$ cat config.mk
export PLATFORM = sky130hd
export DESIGN_NAME = ahb_master_arbiter
export DESIGN_NICKNAME = d
export VERILOG_FILES = /design/src/rtl/ahb_master_arbiter.sv
export SDC_FILE = /design/constraint.sdc
export NUM_CORES = 1
export LEC_CHECK = 0
export ABC_AREA = 0
export BUFFER_PORTS_ARGS = -buffer_cell sky130_fd_sc_hd__buf_2
export CAP_MARGIN = 0
export CORE_AREA = 5 5 109 111
export CTS_CLUSTER_DIAMETER = 50
export CTS_CLUSTER_SIZE = 8
export DETAILED_ROUTE_END_ITERATION = 8
export DIE_AREA = 0 0 114 116
export GPL_ROUTABILITY_DRIVEN = 0
export GPL_TIMING_DRIVEN = 0
export PLACE_DENSITY = 0.67
export SLEW_MARGIN = 10
export SYNTH_ARGS = -nofsm -noshare
export SYNTH_HDL_FRONTEND = slang
export SYNTH_SLANG_ARGS = --single-unit
export TNS_END_PERCENT = 1
$ cat constraint.sdc
create_clock -name hclk -period 5.65 [get_ports hclk]
set_clock_uncertainty 0.05 [all_clocks]
set_input_delay 1.13 -clock hclk [delete_from_list [all_inputs] [get_ports hclk]]
set_output_delay 1.13 -clock hclk [all_outputs]
set_load 0.01 [all_outputs]
$ cat src/rtl/ahb_master_arbiter.sv
// Round-robin arbiter sharing one AHB-Lite master port between NUM_REQ requesters, with lock and data-phase routing.
// Latency: grant and address phase are combinational (zero cycles); the response is routed in the following data phase.
// Backpressure: m_hready=0 holds the presented address phase and all arbitration state; requesters wait for req_ready.
module ahb_master_arbiter #(
    parameter int          NUM_REQ    = 2,
    parameter int          ADDR_WIDTH = 32,
    parameter int          DATA_WIDTH = 32,
    parameter logic [3:0]  HPROT_VAL  = 4'b0011
) (
    input  logic                             hclk,
    input  logic                             hresetn,
    input  logic [NUM_REQ-1:0]               req_valid,
    input  logic [NUM_REQ*ADDR_WIDTH-1:0]    req_addr,
    input  logic [NUM_REQ-1:0]               req_write,
    input  logic [NUM_REQ*3-1:0]             req_size,
    input  logic [NUM_REQ-1:0]               req_lock,
    input  logic [NUM_REQ*DATA_WIDTH-1:0]    req_wdata,
    output logic [NUM_REQ-1:0]               req_ready,
    output logic [NUM_REQ-1:0]               rsp_valid,
    output logic [DATA_WIDTH-1:0]            rsp_rdata,
    output logic                             rsp_err,
    output logic [ADDR_WIDTH-1:0]            m_haddr,
    output logic [1:0]                       m_htrans,
    output logic                             m_hwrite,
    output logic [2:0]                       m_hsize,
    output logic [2:0]                       m_hburst,
    output logic [3:0]                       m_hprot,
    output logic                             m_hmastlock,
    output logic [DATA_WIDTH-1:0]            m_hwdata,
    input  logic [DATA_WIDTH-1:0]            m_hrdata,
    input  logic                             m_hready,
    input  logic                             m_hresp
);

    localparam int IW = (NUM_REQ > 1) ? $clog2(NUM_REQ) : 1;

    localparam logic [1:0] HTRANS_IDLE   = 2'b00;
    localparam logic [1:0] HTRANS_NONSEQ = 2'b10;

    // Arbitration state
    logic [IW-1:0]         rr_ptr;
    logic                  lock_q;
    logic                  hold_q;
    logic [IW-1:0]         grant_q;

    // Data-phase state
    logic                  dp_valid;
    logic [IW-1:0]         dp_owner;
    logic [DATA_WIDTH-1:0] dp_wdata;

    // Combinational arbitration and selected payload
    logic                  lock_eff;
    logic                  err_first;
    logic                  arb_vld;
    logic [IW-1:0]         arb_idx;
    logic [IW:0]           scan_sum;
    logic [IW-1:0]         scan_idx;
    logic                  grant_vld;
    logic [IW-1:0]         grant_idx;
    logic                  sel_valid;
    logic [ADDR_WIDTH-1:0] sel_addr;
    logic                  sel_write;
    logic [2:0]            sel_size;
    logic                  sel_lock;
    logic [DATA_WIDTH-1:0] sel_wdata;
    logic                  addr_vld;
    logic                  accept;
    logic [IW-1:0]         rr_next;

    // An error response in flight aborts any locked sequence, so the lock stops masking immediately.
    assign lock_eff  = lock_q & ~(dp_valid & m_hresp);
    // First cycle of the two-cycle ERROR response: the pending address phase must be cancelled.
    assign err_first = dp_valid & m_hresp & ~m_hready;

    // Round-robin scan starting at rr_ptr; while locked only the lock owner (last accepted) is eligible.
    always_comb begin
        arb_vld  = 1'b0;
        arb_idx  = '0;
        scan_sum = '0;
        scan_idx = '0;
        for (int i = 0; i < NUM_REQ; i++) begin
            scan_sum = {1'b0, rr_ptr} + (IW+1)'(i);
            if (scan_sum >= (IW+1)'(NUM_REQ)) begin
                scan_sum = scan_sum - (IW+1)'(NUM_REQ);
            end
            scan_idx = scan_sum[IW-1:0];
            if (!arb_vld && req_valid[scan_idx] && (!lock_eff || scan_idx == dp_owner)) begin
                arb_vld = 1'b1;
                arb_idx = scan_idx;
            end
        end
    end

    // An address phase already on the bus and stalled by wait states keeps its owner, so the address stays stable;
    // otherwise (including IDLE during waits) a fresh arbitration result is presented.
    assign grant_vld = hold_q | arb_vld;
    assign grant_idx = hold_q ? grant_q : arb_idx;

    // Payload multiplexer for the granted requester.
    always_comb begin
        sel_valid = 1'b0;
        sel_addr  = '0;
        sel_write = 1'b0;
        sel_size  = '0;
        sel_lock  = 1'b0;
        sel_wdata = '0;
        for (int i = 0; i < NUM_REQ; i++) begin
            if (grant_idx == IW'(i)) begin
                sel_valid = req_valid[i];
                sel_addr  = req_addr[i*ADDR_WIDTH +: ADDR_WIDTH];
                sel_write = req_write[i];
                sel_size  = req_size[i*3 +: 3];
                sel_lock  = req_lock[i];
                sel_wdata = req_wdata[i*DATA_WIDTH +: DATA_WIDTH];
            end
        end
    end

    // Reset gates the combinational address path so the bus shows IDLE the moment hresetn drops.
    assign addr_vld = hresetn & grant_vld & sel_valid & ~err_first;
    assign accept   = addr_vld & m_hready;
    assign rr_next  = (grant_idx == IW'(NUM_REQ-1)) ? '0 : grant_idx + IW'(1);

    // Address-phase bus outputs and per-requester handshakes.
    always_comb begin
        m_htrans    = addr_vld ? HTRANS_NONSEQ : HTRANS_IDLE;
        m_haddr     = addr_vld ? sel_addr  : '0;
        m_hwrite    = addr_vld ? sel_write : 1'b0;
        m_hsize     = addr_vld ? sel_size  : 3'b000;
        m_hmastlock = lock_eff | (addr_vld & sel_lock);
        req_ready   = '0;
        rsp_valid   = '0;
        for (int i = 0; i < NUM_REQ; i++) begin
            req_ready[i] = accept && (grant_idx == IW'(i));
            rsp_valid[i] = dp_valid && m_hready && (dp_owner == IW'(i));
        end
    end

    assign rsp_rdata = m_hrdata;
    assign rsp_err   = dp_valid & m_hready & m_hresp;
    assign m_hwdata  = dp_wdata;
    assign m_hburst  = 3'b000;
    assign m_hprot   = HPROT_VAL;

    // Remember a stalled NONSEQ and its owner so the next cycle re-presents the same address phase.
    always_ff @(posedge hclk or negedge hresetn) begin
        if (!hresetn) begin
            hold_q  <= 1'b0;
            grant_q <= '0;
        end else begin
            hold_q  <= addr_vld & ~m_hready;
            grant_q <= grant_idx;
        end
    end

    // Accept an address phase: open its data phase, advance the round-robin pointer and track the lock.
    always_ff @(posedge hclk or negedge hresetn) begin
        if (!hresetn) begin
            rr_ptr   <= '0;
            lock_q   <= 1'b0;
            dp_valid <= 1'b0;
            dp_owner <= '0;
            dp_wdata <= '0;
        end else if (m_hready) begin
            if (accept) begin
                dp_valid <= 1'b1;
                dp_owner <= grant_idx;
                dp_wdata <= sel_wdata;
                rr_ptr   <= rr_next;
                lock_q   <= sel_lock;
            end else begin
                dp_valid <= 1'b0;
                if (dp_valid && m_hresp) begin
                    lock_q <= 1'b0;
                end
            end
        end
    end

endmodule

# Word level (Yosys, flattened, before mapping)
# Cells that the tools add are included.
# totals
wordCells	76
reg_bits	38
# classes
add_sub_neg	4
reduce_logical	16
bitwise_logic	18
muxes	25
magnitude_cmp	4
n_eq_ne	2
# ops
cell	n
$mux W32	3
$mux W1	19
$and A1 B1 Y1	11
$logic_and A1 B1 Y1	9
$mux W3	2
$not A1 Y1	5
$lt A1 B2 Y1 const B	2
$reduce_and A2 Y1	2
$add A1 B1 Y2 const B	1
$eq A1 B1 Y1	2
$ge A1 B2 Y1 const B	1
$ge A2 B2 Y1 const B	1
$logic_not A1 Y1	2
$logic_or A1 B1 Y1	2
$mux W2	1
$or A1 B1 Y1	2
$reduce_bool A2 Y1	1
$sub A1 B1 Y1 const B	2
$add A1 B1 Y1 const B	1

# Depth between registers and ports, before layout
# depth
ltp_word	18
depth_mapped	8
mapped_depth_nobuf	6

# Least setup slack after synthesis
# Ideal clock, no wire load.
# synth_timing
path_type	input to output
start	in m_hresp
end	out m_htrans[1]
cell_stages	8
arrival_time_ns	2.472
path_buffers	3
slack_ns	1.998
path_cell_list	a21bo_2 -> a2111oi_2 -> a211oi_1 -> o21ai_1 -> buf_2 -> buf_4 -> inv_1 -> buf_4
# synth_via
elab_chain_len	16
# synth_rtl
item	line	source
start, declared	32	input logic m_hresp
$and A1 B1 Y1 *	71, 73	
$not A1 Y1	71	assign lock_eff = lock_q & ~(dp_valid & m_hresp);
$and A1 B1 Y1	71	
$logic_not A1 Y1	87	if (!arb_vld && req_valid[scan_idx] && (!lock_eff || scan_idx == dp_owner)) begin
$logic_or A1 B1 Y1	87	
$logic_and A1 B1 Y1	87	
$mux W1	87	
$logic_not A1 Y1	87	
$logic_and A1 B1 Y1 (2 in series)	87	
$mux W1	87	
$or A1 B1 Y1 or $mux W1 (tied branches)	96, 97	
$and A1 B1 Y1 or $mux W1 (tied branches)	120, 108	
$and A1 B1 Y1	120	assign addr_vld = hresetn & grant_vld & sel_valid & ~err_first;
$and A1 B1 Y1 *	120	
via addr_vld	66	logic addr_vld;
$mux W2 *	126	m_htrans = addr_vld ? HTRANS_NONSEQ : HTRANS_IDLE;
end, declared	23	output logic [1:0] m_htrans,
# The timed path passes the listed nets; every way through them passes the cells marked *.

# Worst setup path after layout
# layout_timing
start	in hresetn
end	out m_haddr[25]
# layout_via
elab_chain_len	4
# layout_rtl
item	line	source
start, declared	11	input logic hresetn,
$and A1 B1 Y1 (3 in series)	120	
$mux W32	127	m_haddr = addr_vld ? sel_addr : '0;
end, declared	22	output logic [ADDR_WIDTH-1:0] m_haddr,
# No other way between the ends.

==> summary.md <==
| Metric | Value |
|---|---|
| Post-CTS sizing | `0` |
| RSZ-0062 raised after global routing | `false` |
| Synthesized area | `2643 um^2` |
| Max-cap viol count | `0` |
| Top cell by count, worst path | `buf_2` |
| HP Class | `reg2reg` |
| CP Max Fanout | `39` |
| Cts hold-fix bufs | `0` |
| Synth unique cells | `28` |
| Leakage power | `0.002374 uW` |
| Share of cells above drive strength 1 | `51.10%` |
| Synth warn | `0` |
| Final WL | `11640 um` |
| Clock buffer depth | `2` |
| Crit path DAT | `3280 ps` |
| CP Cell Sequence | `buf_2 > o31ai_1 > a211oi_1 > o21ai_1 > buf_2 > buf_4 > a21oi_1 > buf_2` |
| Initial Util | `24.70%` |
| CP Buf/Inv Count | `4` |
| DRT iter0 DRCs | `176` |
| CTS root buf | `clkbuf_8` |
| Worst path required time | `4470 ps` |
| Row count | `38` |
| Syn avg cell area | `7.047 um^2` |
| Nets | `814` |
| Sequential fraction of the synthesis area | `35.98%` |
| H-Tree Depth | `2` |
| Die ar. | `13220 um^2` |
| Setup bufs post-CTS | `0` |
| Final Power | `1488 uW` |
| First-pass GRT wire length | `17410 um` |
| Hold Worst Slack | `471.8 ps` |
| GRT Total Usage | `16.52%` |
| Status | `finished clean` |
| Shortest period the worst path allows | `4458 ps` |
| Simple-gate share of the synthesized area | `26.61%` |
| Worst VDD drop | `0.1750 mV` |
| Worst Setup End Kind | `primary output` |
| Power Density | `356.8 nW/um^2` |
| Post-route setup TNS | `0 ps` |
| CTS sink cnt | `38` |
| Slew Limit Fails | `0` |
| Largest delay contributor family on the critical path | `buffers and inverters` |
| Post-synth top area share | `35.98%` |
| Synthesized flop and latch total | `38` |
| CTS tree | `done` |
| Synth Area in Compound Gates | `18.28%` |
| Clk_lat worst skew | `280 ps` |
| Pre-CTS setup slack | `1088 ps` |
| Most area-hungry cell type in the Yosys netlist | `dfrtp_1` |
| IO Pins | `291` |
| Slew of the pin with the lowest slew margin | `867.8 ps` |
| Maximum clock rate | `0.2243 GHz` |
| Hpwl dp | `9912 um` |
| Multiplexer share of the synthesized area | `1.563%` |
| Vias in the first global route | `3409` |
| Die Y | `116 um` |
| CTS Buf Count | `5` |
| Synth top area cells | `dfrtp_1, nand2_1, buf_4` |
| Post-route DRC | `0` |
| Antenna cells | `0` |
| Final Hold Vio Count | `0` |
| Post-Route Utilization | `38.98%` |
| Main combinational cell family by area after synthesis | `simple AND/OR/NAND/NOR gates` |
| Pin count of the biggest net entering global routing | `40` |
| Layout area overhead | `57.81%` |
| Routed length per instance | `14.96 um` |
| Delay of the slowest critical-path stage | `660 ps` |
| Synthesized netlist cell count | `375` |
| Post-route ant nets | `0` |
| Initial antenna violation count | `0` |
| Final setup vio count | `0` |
| Period Utilization, post-route | `78.91%` |
| Critical-path top delay cell | `buf_2` |
| Drt via density | `4.280` |
| Reg clk slew, reported paths | `70 ps` |
| Slew margin rel. | `42.15%` |
| Crit Path Category | `in2out` |
| Fin worst setup slack | `1192 ps` |
| Post-Synth Adder-Cell Area | `0%` |
| Total grt overflow | `0` |
| Synth Area in XOR/XNOR | `0%` |
| Crit path launch type | `primary input` |
| DRT Pass-1 Iters | `4` |
| I/O Buffers | `250` |
| Placeable Area | `10700 um^2` |
| Via Count | `3330` |
| Die W | `114 um` |
==> layout make-up <==
type,instances,area (um^2)
plain buffers,67,445.4
clock buffers,5,68.82
clock inverters,2,10.01
fillers,1198,6528
inverters,3,11.26
multi-input cells,273,1257
flip-flops and latches,38,950.9
well taps,140,175.2
repair buffers,250,1251
==> path summary, 6_finish.rpt <==
kind	slack, ps	from	end	depth (start not counted)
worst max-delay path	1190	hresetn	m_haddr[25]	8
worst min-delay path	470	rr_ptr$_DFFE_PN0P_	rr_ptr$_DFFE_PN0P_	1
worst max register to register	3510	dp_valid$_DFFE_PN0P_	m_hwdata[22]$_DFFE_PN0P_	8
worst min register to register	470	rr_ptr$_DFFE_PN0P_	rr_ptr$_DFFE_PN0P_	1
max in group asynchronous	4090	hresetn	m_hwdata[17]$_DFFE_PN0P_	1
min in group asynchronous	910	hresetn	m_hwdata[0]$_DFFE_PN0P_	1
==> cell usage in the layout (no fill, tap or decap), types with 3 or more instances in the layout <==
master    synthesis  layout
buf_2            20     270
nand2_1         139     139
buf_4            43      43
dfrtp_1          38      38
a21oi_1          36      36
nor2_1           36      36
a31oi_1          32      32
conb_1            2       8
clkbuf_8          0       5
mux2i_1           3       3
==> flip-flops by register name, summed over array words and instances, names as in the netlist <==
register and flops:
dp_owner 1, dp_valid 1, grant_q 1, hold_q 1, lock_q 1, m_hwdata 32, rr_ptr 1
==> power breakdown <==
part	total (uW)	internal, uW	switching [uW]	leakage [uW]
Combinational	850	348	502	0.00190
Sequential	464	397	66.3	0.000425
Clock	174	82.8	91.6	0.0000438
Total	1490	828	660	0.00237
==> stage by stage <==
step,cell area (um^2),cells
final,4170,778
after CTS,4170,778
after detailed placement,4091,771
after global placement,4091,771
after global routing,4170,778
after floorplan,2665,381
==> cells in the mapped netlist (all sizes together) <==
| cell | number |
|---|---|
| a2111oi | 2 |
| a211oi | 1 |
| a21bo | 1 |
| a21o | 1 |
| a21oi | 36 |
| a31oi | 32 |
| and2 | 2 |
| and3 | 2 |
| and3b | 1 |
| buf | 65 |
| clkbuf | 2 |
| conb | 2 |
| dfrtp | 38 |
| inv | 3 |
| mux2 | 1 |
| mux2i | 3 |
| nand2 | 139 |
| nor2 | 36 |
| nor2b | 2 |
| o21a | 1 |
| o21ai | 4 |
| o31ai | 1 |
==> cells by family after synthesis <==
family / count (synthesis)
compound gates: 79
buf+inv: 70
flops: 38
mux: 4
other cells: 2
simple gates: 182
==> layer usage <==
layer	track usage, %	up-vias	share of wire [%]
met5	0	-	0
met4	3.088	0	0.89
met3	5.483	7	11
met2	29.90	157	50
met1	19.17	1466	38
li1	-	1700	-
Power figures use the tool's default switching activity.
